--- config.mk ---
export PLATFORM = sky130hd
export DESIGN_NAME = control_pipe
export DESIGN_NICKNAME = d
export VERILOG_FILES = /design/src/rtl/control_pipe.sv
export SDC_FILE = /design/constraint.sdc
export NUM_CORES = 1
export LEC_CHECK = 0
export CAP_MARGIN = 40
export CORE_ASPECT_RATIO = 0.9
export CORE_UTILIZATION = 30
export CTS_CLUSTER_SIZE = 10
export DETAILED_ROUTE_END_ITERATION = 6
export PLACE_DENSITY = 0.61
export SLEW_MARGIN = 10
export SYNTH_ARGS = -nofsm -noshare
export SYNTH_HDL_FRONTEND = slang
export SYNTH_SLANG_ARGS = --single-unit
--- constraint.sdc ---
create_clock -name clk -period 8.05 [get_ports clk]
set_input_delay 2.0125 -clock clk [delete_from_list [all_inputs] [get_ports clk]]
set_output_delay 2.0125 -clock clk [all_outputs]
set_load 0.1 [all_outputs]
--- src/rtl/control_pipe.sv ---
// control_pipe: registered MIPS control decoder with valid/ready handshake, load-use stall and flush.
// Define CONTROL_MUL_EN to decode funct 24 as MUL and sequence its MUL_WAIT stall.
module control_pipe #(
    parameter int INSTR_W    = 32,
    parameter int REG_AW     = 5,
    parameter int MUL_CYCLES = 4,
    parameter int OPC_LW     = 54,
    parameter int OPC_SW     = 55,
    parameter int OPC_JMP    = 2,
    parameter int OPC_BR     = 4
) (
    input  logic               clk,
    input  logic               rst,
    input  logic               in_valid,
    output logic               in_ready,
    input  logic [INSTR_W-1:0] instr,
    input  logic               ex_ld_valid,
    input  logic [REG_AW-1:0]  ex_ld_rt,
    input  logic               flush,
    output logic               out_valid,
    input  logic               out_ready,
    output logic [REG_AW-1:0]  out_rs,
    output logic [REG_AW-1:0]  out_rt,
    output logic [REG_AW-1:0]  out_rd,
    output logic               out_wr,
    output logic               out_imm,
    output logic [1:0]         out_alu,
    output logic               out_mul,
    output logic               out_mux2,
    output logic               out_memwr,
    output logic               out_wb2,
    output logic               out_br,
    output logic               out_jmp,
    output logic               out_illegal,
    output logic               busy
);
    localparam int DW = 3 * REG_AW + 11;
    localparam logic [5:0] L_LW  = 6'(OPC_LW);
    localparam logic [5:0] L_SW  = 6'(OPC_SW);
    localparam logic [5:0] L_JMP = 6'(OPC_JMP);
    localparam logic [5:0] L_BR  = 6'(OPC_BR);

    logic [5:0]        w_op, w_fn;
    logic [REG_AW-1:0] w_f_rs, w_f_rt, w_f_rd, w_rs, w_rt, w_rd;
    logic              w_lw, w_sw, w_jmp, w_br, w_rtype, w_mulop, w_ralu, w_rok, w_use, w_legal;
    logic [1:0]        w_alu;
    logic [DW-1:0]     w_dec, r_dec;
    logic              w_hazard, w_run, w_accept, r_valid;
    logic              w_unused;

    assign w_op     = instr[31:26];
    assign w_fn     = instr[5:0];
    assign w_f_rs   = REG_AW'(instr[25:21]);
    assign w_f_rt   = REG_AW'(instr[20:16]);
    assign w_f_rd   = REG_AW'(instr[15:11]);
    assign w_unused = ^instr[10:6];

    assign w_lw    = w_op == L_LW;
    assign w_sw    = w_op == L_SW;
    assign w_jmp   = w_op == L_JMP;
    assign w_br    = w_op == L_BR;
    assign w_rtype = w_op == 6'd0;
`ifdef CONTROL_MUL_EN
    assign w_mulop = w_rtype && w_fn == 6'd24;
`else
    assign w_mulop = 1'b0;
`endif
    assign w_ralu  = w_fn == 6'd32 || w_fn == 6'd34 || w_fn == 6'd36 || w_fn == 6'd37;
    assign w_rok   = w_rtype && (w_ralu || w_mulop);
    assign w_use   = w_lw || w_sw || w_br || w_rok;
    assign w_legal = w_use || w_jmp;

    assign w_rs  = w_use ? w_f_rs : '0;
    assign w_rt  = w_use ? w_f_rt : '0;
    assign w_rd  = w_lw ? w_f_rt : w_sw ? w_f_rs : w_rok ? w_f_rd : '0;
    // funct 32/34/36/37 map onto add/sub/and/or through bits [2:0]
    assign w_alu = w_br ? 2'b01 : (w_rok && !w_mulop) ? {w_fn[2], w_fn[1] | w_fn[0]} : 2'b00;

    assign w_dec = {w_rs, w_rt, w_rd, w_lw || w_rok, w_lw || w_sw, w_alu, w_mulop,
                    w_lw || w_sw || w_jmp || w_rok, w_sw, w_rok, w_br, w_jmp, !w_legal};

    assign w_hazard = in_valid && ex_ld_valid && ex_ld_rt != '0 &&
                      (ex_ld_rt == w_f_rs || (ex_ld_rt == w_f_rt && (w_rtype || w_sw || w_br)));

    assign in_ready = (!r_valid || out_ready) && w_run && !w_hazard && !flush;
    assign w_accept = in_valid && in_ready;

    always_ff @(posedge clk) begin
        if (rst) begin
            r_valid <= 1'b0;
            r_dec   <= '0;
        end else if (flush) begin
            r_valid <= 1'b0;
        end else if (w_accept) begin
            r_valid <= 1'b1;
            r_dec   <= w_dec;
        end else if (out_ready) begin
            r_valid <= 1'b0;
        end
    end

`ifdef CONTROL_MUL_EN
    typedef enum logic {RUN, MUL_WAIT} state_t;
    state_t     r_state;
    logic [3:0] r_cnt;

    always_ff @(posedge clk) begin
        if (rst || flush) begin
            r_state <= RUN;
            r_cnt   <= 4'd0;
        end else if (r_state == MUL_WAIT) begin
            r_state <= r_cnt == 4'd1 ? RUN : MUL_WAIT;
            r_cnt   <= r_cnt - 4'd1;
        end else if (w_accept && w_mulop && MUL_CYCLES > 1) begin
            r_state <= MUL_WAIT;
            r_cnt   <= 4'(MUL_CYCLES - 1);
        end
    end

    assign w_run = r_state == RUN;
    assign busy  = r_state == MUL_WAIT;
`else
    localparam int UNUSED_MUL_CYCLES = MUL_CYCLES;
    assign w_run = 1'b1;
    assign busy  = 1'b0;
`endif

    assign out_valid = r_valid;
    assign {out_rs, out_rt, out_rd, out_wr, out_imm, out_alu, out_mul,
            out_mux2, out_memwr, out_wb2, out_br, out_jmp, out_illegal} = r_dec;
endmodule

* Word level (Yosys, flattened, before mapping)
Cells that the tools add are included.
Word-level totals: bits of input ports 43, logic and storage cells 54, register bits after elaboration 26, output and inout bits 29
Operators by class: muxes and demuxes 9, equality and inequality tests 10, reductions and logical operators 31, bitwise gates (word level) 2
Operators by type and width (count):
- == test 6 bit, second input constant | 6
- 2-to-1 mux 5 bit | 5
- logical OR 1 bit | 14
- == test 5 bit | 2
- logical AND 1 bit | 8
- == test 6 x 2 -> 1 bit, second input constant | 1
- == test 6 x 3 -> 1 bit, second input constant | 1
- logical NOT 6 bit | 1
- nonzero test 5 bit | 1
- logical NOT 1 bit | 4
- 2-to-1 mux 2 bit | 2
- 2-to-1 mux 1 bit | 2
- AND reduction 2 bit | 1
- nonzero test 2 bit | 1
- OR reduction 2 bit | 1
- NOT 1 bit | 1
- OR 1 bit | 1

* Longest topological paths before layout
Gate-level depths: netlist of the first run.
depth after elaboration 11, depth in mapped cells 7, mapped depth without buffers 5

* Worst setup path after synthesis of the first run
Ideal clock, no wire load.
kind input-to-output, start point input port ex_ld_rt[0], end point output port in_ready, arrival 3.796 ns, slack 2.242 ns, required time 6.037 ns, stages on the path 6, buffers on the path 1, cells stage by stage or4_4 > o21ai_2 > nor4b_2 > buf_6 > o21ai_0 > and2_1
On the way: longest elaborated chain between the ends 7, elaborated cells between the ends (all ways) 10, classes of those cells eq/ne (2); reduce/logical (8)
Ends and longest elaborated chain:
- start, declared | RTL line 18 | input logic [REG_AW-1:0] ex_ld_rt,
- == test 5 bit | RTL line 83 | (ex_ld_rt == w_f_rs || (ex_ld_rt == w_f_rt && (w_rtype || w_sw || w_br)));
- logical AND 1 bit | RTL line 83
- logical OR 1 bit | RTL line 83
- logical AND 1 bit * | RTL line 82 | assign w_hazard = in_valid && ex_ld_valid && ex_ld_rt != '0 &&
- logical NOT 1 bit * | RTL line 85 | assign in_ready = (!r_valid || out_ready) && w_run && !w_hazard && !flush;
- logical AND 1 bit * (2 in a row) | RTL line 85
- end, declared | RTL line 15 | output logic in_ready,
Every way passes the cells marked *; elsewhere a longest branch is shown, timed or not.

* Worst setup path after layout of the first run
start point input port instr[26], end point output port in_ready
On the way: longest elaborated chain between the ends 9, elaborated cells between the ends (all ways) 11, classes of those cells eq/ne (2); reduce/logical (9)
Ends and longest elaborated chain:
- start, declared | RTL line 16 | input logic [INSTR_W-1:0] instr,
- == test 6 bit / logical NOT 6 bit (equally long branches) | RTL line 59, 62
- logical OR 1 bit | RTL line 83
- logical OR 1 bit * | RTL line 83
- logical AND 1 bit * | RTL line 83
- logical OR 1 bit * | RTL line 83
- logical AND 1 bit * | RTL line 82
- logical NOT 1 bit * | RTL line 85
- logical AND 1 bit * (2 in a row) | RTL line 85
Marked as above.

==> results of run 1 <==
==> cells by family after synthesis <==
group | after synthesis | share of synthesized area
AO/OA/AOI/OAI | 45 | 0.1887
XOR/XNOR | 10 | 0.05923
buffers and inverters | 20 | 0.07021
flip-flops | 26 | 0.3519
multiplexers | 7 | 0.04738
other | 1 | 0.002536
AND/OR/NAND/NOR | 69 | 0.2800
==> flip-flops by register name, indices dropped and copies added, names as in the netlist <==
register and cells:
out_valid 1, r_dec 25
==> area by class of cell <==
cell class	instances	area share
inverters	7	0.01026
clock buffers	3	0.01613
multi-input cells	133	0.3353
well taps	62	0.03030
flip-flops and latches	26	0.2033
repair buffers	91	0.4047
==> layout by cell type, fill, tap and decap left out, drive strengths merged <==
master and instances:
conb 2, buf 28, and4b 1, or4 5, nand4 14, nor4bb 1, xnor2 9, nor2 3
o21ai 22, a21oi 9, clkbuf 3, and2b 1, o21bai 1, a311oi 2, and3 1, inv 6
clkdlybuf4s50 63, o311ai 1, nor3b 1, mux2i 7, a211oi 1, nor2b 1, a31oi 3, clkinv 1
and2 1, nand3 5, nand2 19, nand3b 3, dfxtp 26, nor4 2, o22ai 5, or4b 1
nor4b 2, xor2 1, nand2b 1, o311a 1, nor3 7
==> metrics by stage <==
step,instances,util,cell area [µm²],total power [mW]
3_5_place_dp,319,0.5470,2519,0.2253
4_1_cts,322,0.5560,2560,0.2989
6_report,322,0.5560,2560,0.2980
3_3_place_gp,293,0.4622,2128,0.2171
5_1_grt,322,0.5560,2560,0.3096
2_1_floorplan,179,-,1483,0.1853
==> per-layer routing <==
metal  GRT usage  routed length (µm)  vias to the layer above
met5           0                   0                        -
met4     0.02885                  27                        0
met3     0.03947                 259                        4
met2      0.3591                2402                       58
met1      0.2179                1968                      804
li1            -                   -                      825
==> worst min-delay path: cells and delay by family, from the launching register on <==
| kind | cells | cell delay [ps] |
|---|---|---|
| flip-flops | 1 | 320 |
| AO/OA/AOI/OAI | 1 | 50 |
| AND/OR/NAND/NOR | 1 | 50 |
==> path summary, 6_finish.rpt <==
path / startpoint / endpoint / slack (ps)
max: instr[26] / in_ready / 1800
min: r_dec[3] / r_dec[3] / 450
max reg2reg: out_valid / r_dec[8] / 6230
min reg2reg: r_dec[3] / r_dec[3] / 450
==> power by group <==
part | internal [mW] | switching, mW | total (mW)
clock network | 0.0336 | 0.0418 | 0.0754
logic | 0.0378 | 0.0524 | 0.0902
registers | 0.131 | 0.00137 | 0.133
==> results.md, run 1 <==
- CTS root buffer: clkbuf_8
- Core ar.: 0.004604 mm²
- Clock sink total: 26
- Max frequency: around 160 MHz
- Area leader, netlist: dfxtp_1
- Commonest cells post-synth: dfxtp_1, nand2_1, o21ai_0
- Most frequent cell after synthesis: dfxtp_1
- Setup_tns: 0 ps
- Die Y: between 60 and 70 µm
- Number of global-route vias before repair: 1,610
- Setup crit start kind: primary input
- Num CTS Buffers: 3
- Avg Inst Size Synth: 8.309 µm²
- Crit path kind: in -> out
- Worst Hold Depth: 2
- Worst setup margin: 1804 ps
- Largest net degree at the start of global routing: 23
- Remaining global-route overflow: 0
- GRT Util Overall: 0.1852
- Filler cell count: 417
- Setup Slack @ Placement: 1848 ps
- Maximum clock insertion buffer count: 2
- DR iter-0 viols: 100
- First-pass GRT wire length: ~7700 µm
- Most used flip-flop cell after synthesis: dfxtp_1
- Max FO, Critical Path: 12
- Yosys reg bits: 26
- Final wirelength: 4656 µm
- Antenna fix cells: 0
- Cell Area, Synth: 0.001479 mm²
- Most common cell on crit path: buf_4
- R2R depth: 5
- WL/cell: between 10 and 15 µm
- Post-synth EDFFs: 0
- Outcome: complete, no violations
- H-tree depth: 1
- Slowest CP cell: clkdlybuf4s50_1
- Slew @ Worst Pin: 778.7 ps
- CP max stage delay: ~670 ps
- Antenna Nets Post-Route: 0
- Crit path depth: 8
- Setup violators final: 0
- Layout cells sized above 1: 0.1577
- Max capacitance violation total: 0
- CTS tree: built
- Clock skew: 7.284 ps
- Nets: 305
- Gate family responsible for the most delay along the worst path: buffers and inverters
- Syn Inst Count: approximately 180
- Synth top area share: 0.3519
- Area Growth Syn to Fin: 73.10%
- Cell Chain, Critical Path: clkdlybuf4s50_1 -> nor4_1 -> a31oi_1 -> nor4b_2 -> buf_4 -> o21ai_0 -> and2_1 -> buf_4
- Post-CTS Setup Inserts: 0
- Req. time, crit path: between 6000 and 7000 ps
- Ports: 72
- Multi-input logic area: 858.3 µm²
- Leakage: 0.9070 nW
- HP Class: reg -> reg
- Port Buffers: 64
- Synth async-reset ratio: 0
- Post_cts resized: 0
- Final hold violations: 0
- Crit end category: primary output
- Final worst path period share: 0.7758
- FF+latch area: 520.5 µm²
- WP buf/inv: 3
- Final Max Tran Viols: 0
- Starting Density: 0.3212
- Unrepaired setup endpoints after global routing: no
- Vias per inst: 5.252
- Sequential fraction of the synthesis area: 0.3519
- Gpl congestion: 0.8465
- DP Wirelength: about 3500 µm
- PwrDens: 116.4 mW/mm²
- First-pass detailed-route iteration total: 4
- Worst-Skew Late Latency: ~270 ps
- Total number of vias: approximately 1,700
- DR DRC count: 0
- Die area: 0.005215 mm²
- CP Data Arrival Time: between 4000 and 5000 ps
- Die Width: 76.01 µm
- Slew margin rel.: 0.4808
- Yosys cell types: 46
- Max VDD drop: 90.90 µV
- Cell Rows: 23
- Top cells by area, synth: dfxtp_1, nand4_1, o21ai_0, xnor2_1, nand2_1
- Fin crit period: 6246 ps
- Worst-path clk slew: around 90 ps
- Initial antenna violation count: 0
- Post-CTS Hold Buffers: 0
- Fin Hold WS: 454.4 ps
- Warnings, synthesis: 0
No activity file was read; power rests on OpenSTA's default activity.
==> run 2: changes to the inputs <==
==> constraint.sdc (replaced) <==
create_clock -name clk -period 6.29 [get_ports clk]
set_input_delay 1.5725 -clock clk [delete_from_list [all_inputs] [get_ports clk]]
set_output_delay 1.5725 -clock clk [all_outputs]
set_load 0.1 [all_outputs]
==> run 2 against run 1 <==
  * Worst hold slack better by 2.1 ps
  * Flip-flop and latch count stayed put
  * Clock skew is 4.5 ps lower
  * Sequential power is 28% higher
  * Largest cell class unchanged
  * Setup slack worse by 890 ps
  * Via count is 1.4% lower
  * Clock power is 25% higher
  * First-iteration DRC count is 11% higher
  * Wire length is 2.0% higher
  * Critical path type unchanged
  * Highest routed layer unchanged
  * Register-to-register slack worse by 1800 ps
  * Core utilization stayed put
  * Clock-buffer cell count stayed put
==> results.md, run 2 (synthesis results as in run 1) <==
- Multi-input logic area: 858.3 µm² (unchanged)
- Leading cell types in the layout, fill and taps excluded: clkdlybuf4s50_1, dfxtp_1, buf_8 (unchanged)
- GR Util met1: 0.2324 (was 0.2179)
- Cell Rows: 23 (unchanged)
- Antenna Nets Post-Route: 0 (unchanged)
- Final Max Tran Viols: 0 (unchanged)
- GRT Util Overall: 0.1905 (was 0.1852)
- Vias per inst: 5.177 (was 5.252)
- DR iter-0 viols: 111 (was 100)
- Total Power: 0.3795 mW (was 0.2980 mW)
- Fin crit period: 5375 ps
- Req. time, crit path: 4720 ps (was 6040 ps)
- Ports: 72 (unchanged)
- Register share of total power: 0.447 (was 0.445)
- Slew @ Worst Pin: 814.4 ps (was 778.7 ps)
- Crit. Startpoint: instr[26] (unchanged)
- PwrDens: 148.2 mW/mm² (was 116.4 mW/mm²)
- Fin Hold WS: 456.5 ps (was 454.4 ps)
- Slew margin rel.: 0.4570 (was 0.4808)
- FF+latch area: 520.5 µm² (unchanged)
- Sw power: 0.1204 mW (was 0.09552 mW)
- First-pass GRT wire length: 7900 µm (was 7679 µm)
- Die area: 0.005215 mm² (unchanged)
- Crit path kind: in -> out (unchanged)
- Outcome: complete, no violations (unchanged)
- Remaining global-route overflow: 0 (unchanged)
- HP Class: reg -> reg (unchanged)
- Nets: 305 (unchanged)
- Post-CTS Hold Buffers: 0 (unchanged)
- Port Buffers: 64 (unchanged)
- Worst-Skew Late Latency: 270 ps (about the same)
- Met2 Use GR: 0.3682 (was 0.3591)
- Leakage: 0.9070 nW (unchanged)
- DP Wirelength: 3555 µm (was 3515 µm)
- Initial antenna violation count: 0 (unchanged)
- Setup_tns: 0 ps (unchanged)
- GRT Max-Usage Layer: met2 (unchanged)
- Worst setup margin: 915.4 ps (was 1804 ps)
- Net Sw Frac: 0.3172 (was 0.3205)
- Num CTS Buffers: 3 (unchanged)
- R2R depth: 5 (unchanged)
- Int Pwr: 0.2591 mW (was 0.2025 mW)
- First-pass detailed-route iteration total: 4 (unchanged)
- Final worst path period share: 0.8545
- Clock skew: 2.832 ps (was 7.284 ps)
- Met3 Usage GRT: 0.03289 (was 0.03947)
- Setup crit start kind: primary input (unchanged)
- CP Data Arrival Time: 3800 ps (was 4230 ps)
- Worst R2R Start: out_valid (unchanged)
- Largest register FFs: 25 (unchanged)
- Maximum clock insertion buffer count: 2 (unchanged)
- Worst setup path end: in_ready (unchanged)
- Max FO, Critical Path: 12 (unchanged)
- Worst Hold Depth: 2 (unchanged)
- Gpl congestion: 0.8422 (was 0.8465)
- Clk pwr share: 0.248 (was 0.253)
- Post_cts resized: 0 (unchanged)
- Final core utilization: 0.5560 (unchanged)
- Max VDD drop: 94.65 µV (was 90.90 µV)
- Critical R2R Capture: r_dec[16] (was r_dec[8])
- Largest net degree at the start of global routing: 23 (unchanged)
- Die Y: 68.61 µm (unchanged)
- Number of global-route vias before repair: 1,659 (was 1,610)
- Crit end category: primary output (unchanged)
- Clock sink total: 26 (unchanged)
- Most common cell after layout, fill and taps aside: clkdlybuf4s50_1 (unchanged)
- Layout cells sized above 1: 0.1577 (unchanged)
- H-tree depth: 1 (unchanged)
- Final hold violations: 0 (unchanged)
- Unrepaired setup endpoints after global routing: no (unchanged)
- Filler cell count: 423 (was 417)
- WL/cell: 14.75 µm (was 14.46 µm)
- Antenna fix cells: 0 (unchanged)
- Max capacitance violation total: 0 (unchanged)
- Final wirelength: 4750 µm (was 4656 µm)
- Die Width: 76.01 µm (unchanged)
- Max frequency: 186.1 MHz
- Worst-path clk slew: 90 ps (about the same)
- DR DRC count: 0 (unchanged)
- Area Growth Syn to Fin: 73.10% (unchanged)
- Reg2reg setup slack: 4390 ps (was 6230 ps)
- Total number of vias: 1,667 (was 1,691)
- Biggest register: r_dec (unchanged)
- Setup violators final: 0 (unchanged)
- Setup Slack @ Placement: 927.2 ps (was 1848 ps)
- CTS root buffer: clkbuf_8 (unchanged)
- CTS tree: built (unchanged)
- Core ar.: 0.004604 mm² (unchanged)
- Post-CTS Setup Inserts: 0 (unchanged)
- Starting Density: 0.3212 (unchanged)
- Logic gate share of total power: 0.305 (was 0.303)
-- run 2: cell counts in the layout (fill, tap and decap cells not counted) --
Identical to the previous run, type by type.
-- run 2: cell type report --
class	count	area share
Inverter	7	0.01026
Clock buffer	3	0.01613
Sequential cell	26	0.2033
Multi-Input combinational cell	133	0.3353
Timing Repair Buffer	91	0.4047
Tap cell	62	0.03030
-- run 2: how the worst min path moves through the flow --
stage / end / from
2_1_floorplan: r_dec[16] / r_dec[16]
3_3_place_gp: r_dec[19] / r_dec[19]
3_5_place_dp: r_dec[2] / r_dec[2]
4_1_cts: r_dec[2] / r_dec[2]
5_1_grt: r_dec[2] / r_dec[2]
6_report: r_dec[3] / r_dec[3]
-- run 2: power groups by stage --
stage          clock network (mW)  logic, mW  registers [mW]
4_1_cts                    0.0973      0.116           0.170
2_1_floorplan                   0     0.0399           0.197
6_report                   0.0941      0.116           0.170
5_1_grt                     0.105      0.122           0.170
3_5_place_dp                    0      0.115           0.174
3_3_place_gp                    0      0.104           0.173
-- run 2: critical path: stages --
cell and delay (ps):
clkdlybuf4s50_1 670, nor4_1 480, a31oi_1 120, nor4b_2 270, buf_4 220, o21ai_0 80
and2_1 160, buf_4 230
-- run 2: routing by layer --
| metal | wire [µm] | part of all wire | vias up |
|---|---|---|---|
| met1 | 2200 | 0.46 | 794 |
| li1 | - | - | 827 |
| met5 | 0 | 0 | - |
| met4 | 13 | 0.0027 | 0 |
| met3 | 173 | 0.036 | 4 |
| met2 | 2362 | 0.50 | 42 |
-- run 2: stage by stage --
step                      cells  instance area [µm²]
final                       322                 2560
after global routing        322                 2560
after CTS                   322                 2560
after detailed placement    319                 2519
after global placement      293                 2128
after floorplan             179                 1483
==> run 3: changes to the inputs <==
--- a/config.mk
+++ b/config.mk
@@ -5,6 +5,7 @@
 export SDC_FILE = /design/constraint.sdc
 export NUM_CORES = 1
 export LEC_CHECK = 0
+export ABC_CLOCK_PERIOD_IN_PS = 5550
 export CAP_MARGIN = 40
 export CORE_ASPECT_RATIO = 0.9
 export CORE_UTILIZATION = 30
==> constraint.sdc (replaced) <==
create_clock -name clk -period 5.55 [get_ports clk]
set_input_delay 1.3875 -clock clk [delete_from_list [all_inputs] [get_ports clk]]
set_output_delay 1.3875 -clock clk [all_outputs]
set_load 0.1 [all_outputs]
==> run 3 against run 2 <==
  * Setup slack got worse by 150 ps
  * Clock skew about the same
  * Highest routed layer unchanged
  * Register-to-register slack got worse by 690 ps
  * Clock power grew 15%
  * Critical path depth decreased by 1
==> results.md, run 3 (synthesis results as in run 1) <==
- Core ar.: 0.004604 mm² (unchanged)
- Worst Hold End: r_dec[2] (was r_dec[3])
- Largest register FFs: 25 (unchanged)
- Max frequency: roughly 210 MHz
- Post-CTS Hold Buffers: 0 (unchanged)
- Max VDD drop: 113.2 µV (was 94.65 µV)
- Unrepaired setup endpoints after global routing: no (unchanged)
- Die Y: 68.61 µm (unchanged)
- CTS root buffer: clkbuf_8 (unchanged)
- Req. time, crit path: 4160 ps (was 4720 ps)
- Leading cell types in the layout, fill and taps excluded: clkdlybuf4s50_1, dfxtp_1, buf_8 (unchanged)
- Setup crit start kind: primary input (unchanged)
- GRT Util Overall: 0.1829 (was 0.1905)
- CTS tree: built (unchanged)
- Final Max Tran Viols: 0 (unchanged)
- Layout cells sized above 1: 0.1577 (unchanged)
- Nets: 305 (unchanged)
- Antenna fix cells: 0 (unchanged)
- Total number of vias: 1,659 (was 1,667)
- DP Wirelength: 3496 µm (was 3555 µm)
- Initial antenna violation count: 0 (unchanged)
- Setup violators final: 0 (unchanged)
- Fin crit period: 4789 ps
- Die Width: 76.01 µm (unchanged)
- Slew @ Worst Pin: 798.0 ps (was 814.4 ps)
- Gpl congestion: 0.8226 (was 0.8422)
- Biggest register: r_dec (unchanged)
- Maximum clock insertion buffer count: 2 (unchanged)
- Clock sink total: 26 (unchanged)
- H-tree depth: 1 (unchanged)
- Max FO, Critical Path: 10 (was 12)
- Worst-path clk slew: 90 ps (about the same)
- Total Power: 0.4321 mW (was 0.3795 mW)
- Reg2reg setup slack: 3700 ps (was 4390 ps)
- Area Growth Syn to Fin: 73.94% (was 73.10%)
- Worst Hold Depth: 2 (unchanged)
- Outcome: complete, no violations (unchanged)
- Min-delay src: r_dec[2] (was r_dec[3])
- Antenna Nets Post-Route: 0 (unchanged)
- Ports: 72 (unchanged)
- DR DRC count: 0 (unchanged)
- Filler cell count: 454 (was 423)
- Post-CTS Setup Inserts: 0 (unchanged)
- WL/cell: 14.34 µm (was 14.75 µm)
- First-pass GRT wire length: 7569 µm (was 7900 µm)
- Num CTS Buffers: 3 (unchanged)
- Final hold violations: 0 (unchanged)
- First-pass detailed-route iteration total: 4 (unchanged)
- Post_cts resized: 0 (unchanged)
- Die area: 0.005215 mm² (unchanged)
- Critical R2R Capture: r_dec[10] (was r_dec[16])
- Slew margin rel.: 0.4680 (was 0.4570)
- Port Buffers: 64 (unchanged)
- Most common cell after layout, fill and taps aside: clkdlybuf4s50_1 (unchanged)
- Cell Rows: 23 (unchanged)
- Number of global-route vias before repair: 1,644 (was 1,659)
- Crit path kind: in -> out (unchanged)
- Leakage: 0.9114 nW (was 0.9070 nW)
- HP Class: reg -> reg (unchanged)
- Crit end category: primary output (unchanged)
- Worst R2R Start: out_valid (unchanged)
- Final wirelength: 4618 µm (was 4750 µm)
- Final worst path period share: 0.8630
- CP Data Arrival Time: 3400 ps (was 3800 ps)
- Starting Density: 0.3212 (unchanged)
- Vias per inst: 5.152 (was 5.177)
- PwrDens: 168.0 mW/mm² (was 148.2 mW/mm²)
- Final core utilization: 0.5587 (was 0.5560)
- Largest net degree at the start of global routing: 23 (unchanged)
- Setup_tns: 0 ps (unchanged)
- Clock skew: 2.372 ps (was 2.832 ps)
- Max capacitance violation total: 0 (unchanged)
- Worst-Skew Late Latency: 270 ps (about the same)
- Fin Hold WS: 452.9 ps (was 456.5 ps)
- Remaining global-route overflow: 0 (unchanged)
- DR iter-0 viols: 70 (was 111)
- R2R depth: 5 (unchanged)
run 3: changes by cell type in the layout (fill, tap and decap cells not counted):
cell,previous run,this run
buf_4,2,1
buf_12,0,1
run 3: layout make-up:
type                       instances  area, µm²  area share
inverter                           7      26.28     0.01021
multi-input combinational        133      858.3      0.3337
tap                               62      77.57     0.03016
clock buffer                       3      41.29     0.01605
timing repair buffer              91       1049      0.4076
sequential                        26      520.5      0.2023
run 3: how the worst max path moves through the flow:
stage	from	to	slack, ps
2_1_floorplan	ex_ld_rt[0]	in_ready	990
3_3_place_gp	instr[26]	in_ready	790
3_5_place_dp	instr[26]	in_ready	770
4_1_cts	instr[26]	in_ready	770
5_1_grt	instr[26]	in_ready	550
6_report	instr[26]	in_ready	760
run 3: worst max-delay path, cell delays in order:
cell and delay (ps):
clkdlybuf4s50_1 650, nor4_1 460, a31oi_1 110, nor4b_2 320, o21ai_0 100, and2_1 190
buf_12 170
run 3: metrics by stage:
step	worst slack [ps]	area, µm²	instances
after floorplan	991.6	1483	179
after global placement	786.7	2141	293
after detailed placement	767.7	2531	319
after CTS	765.9	2572	322
after global routing	553.5	2572	322
final	760.6	2572	322
run 3: layer usage:
layer  global-route usage  vias up  routed length, µm
li1                     -      824                  -
met1               0.2139      776               2090
met2               0.3511       55               2271
met3              0.04211        4                231
met4              0.03365        0                 25
met5                    0        -                  0
run 3: report_power, final:
group          leakage (nW)  switching, mW  internal [mW]  total (mW)
sequential            0.211        0.00194          0.190       0.192
clock                0.0216         0.0592         0.0487       0.108
combinational         0.679         0.0760         0.0561       0.132
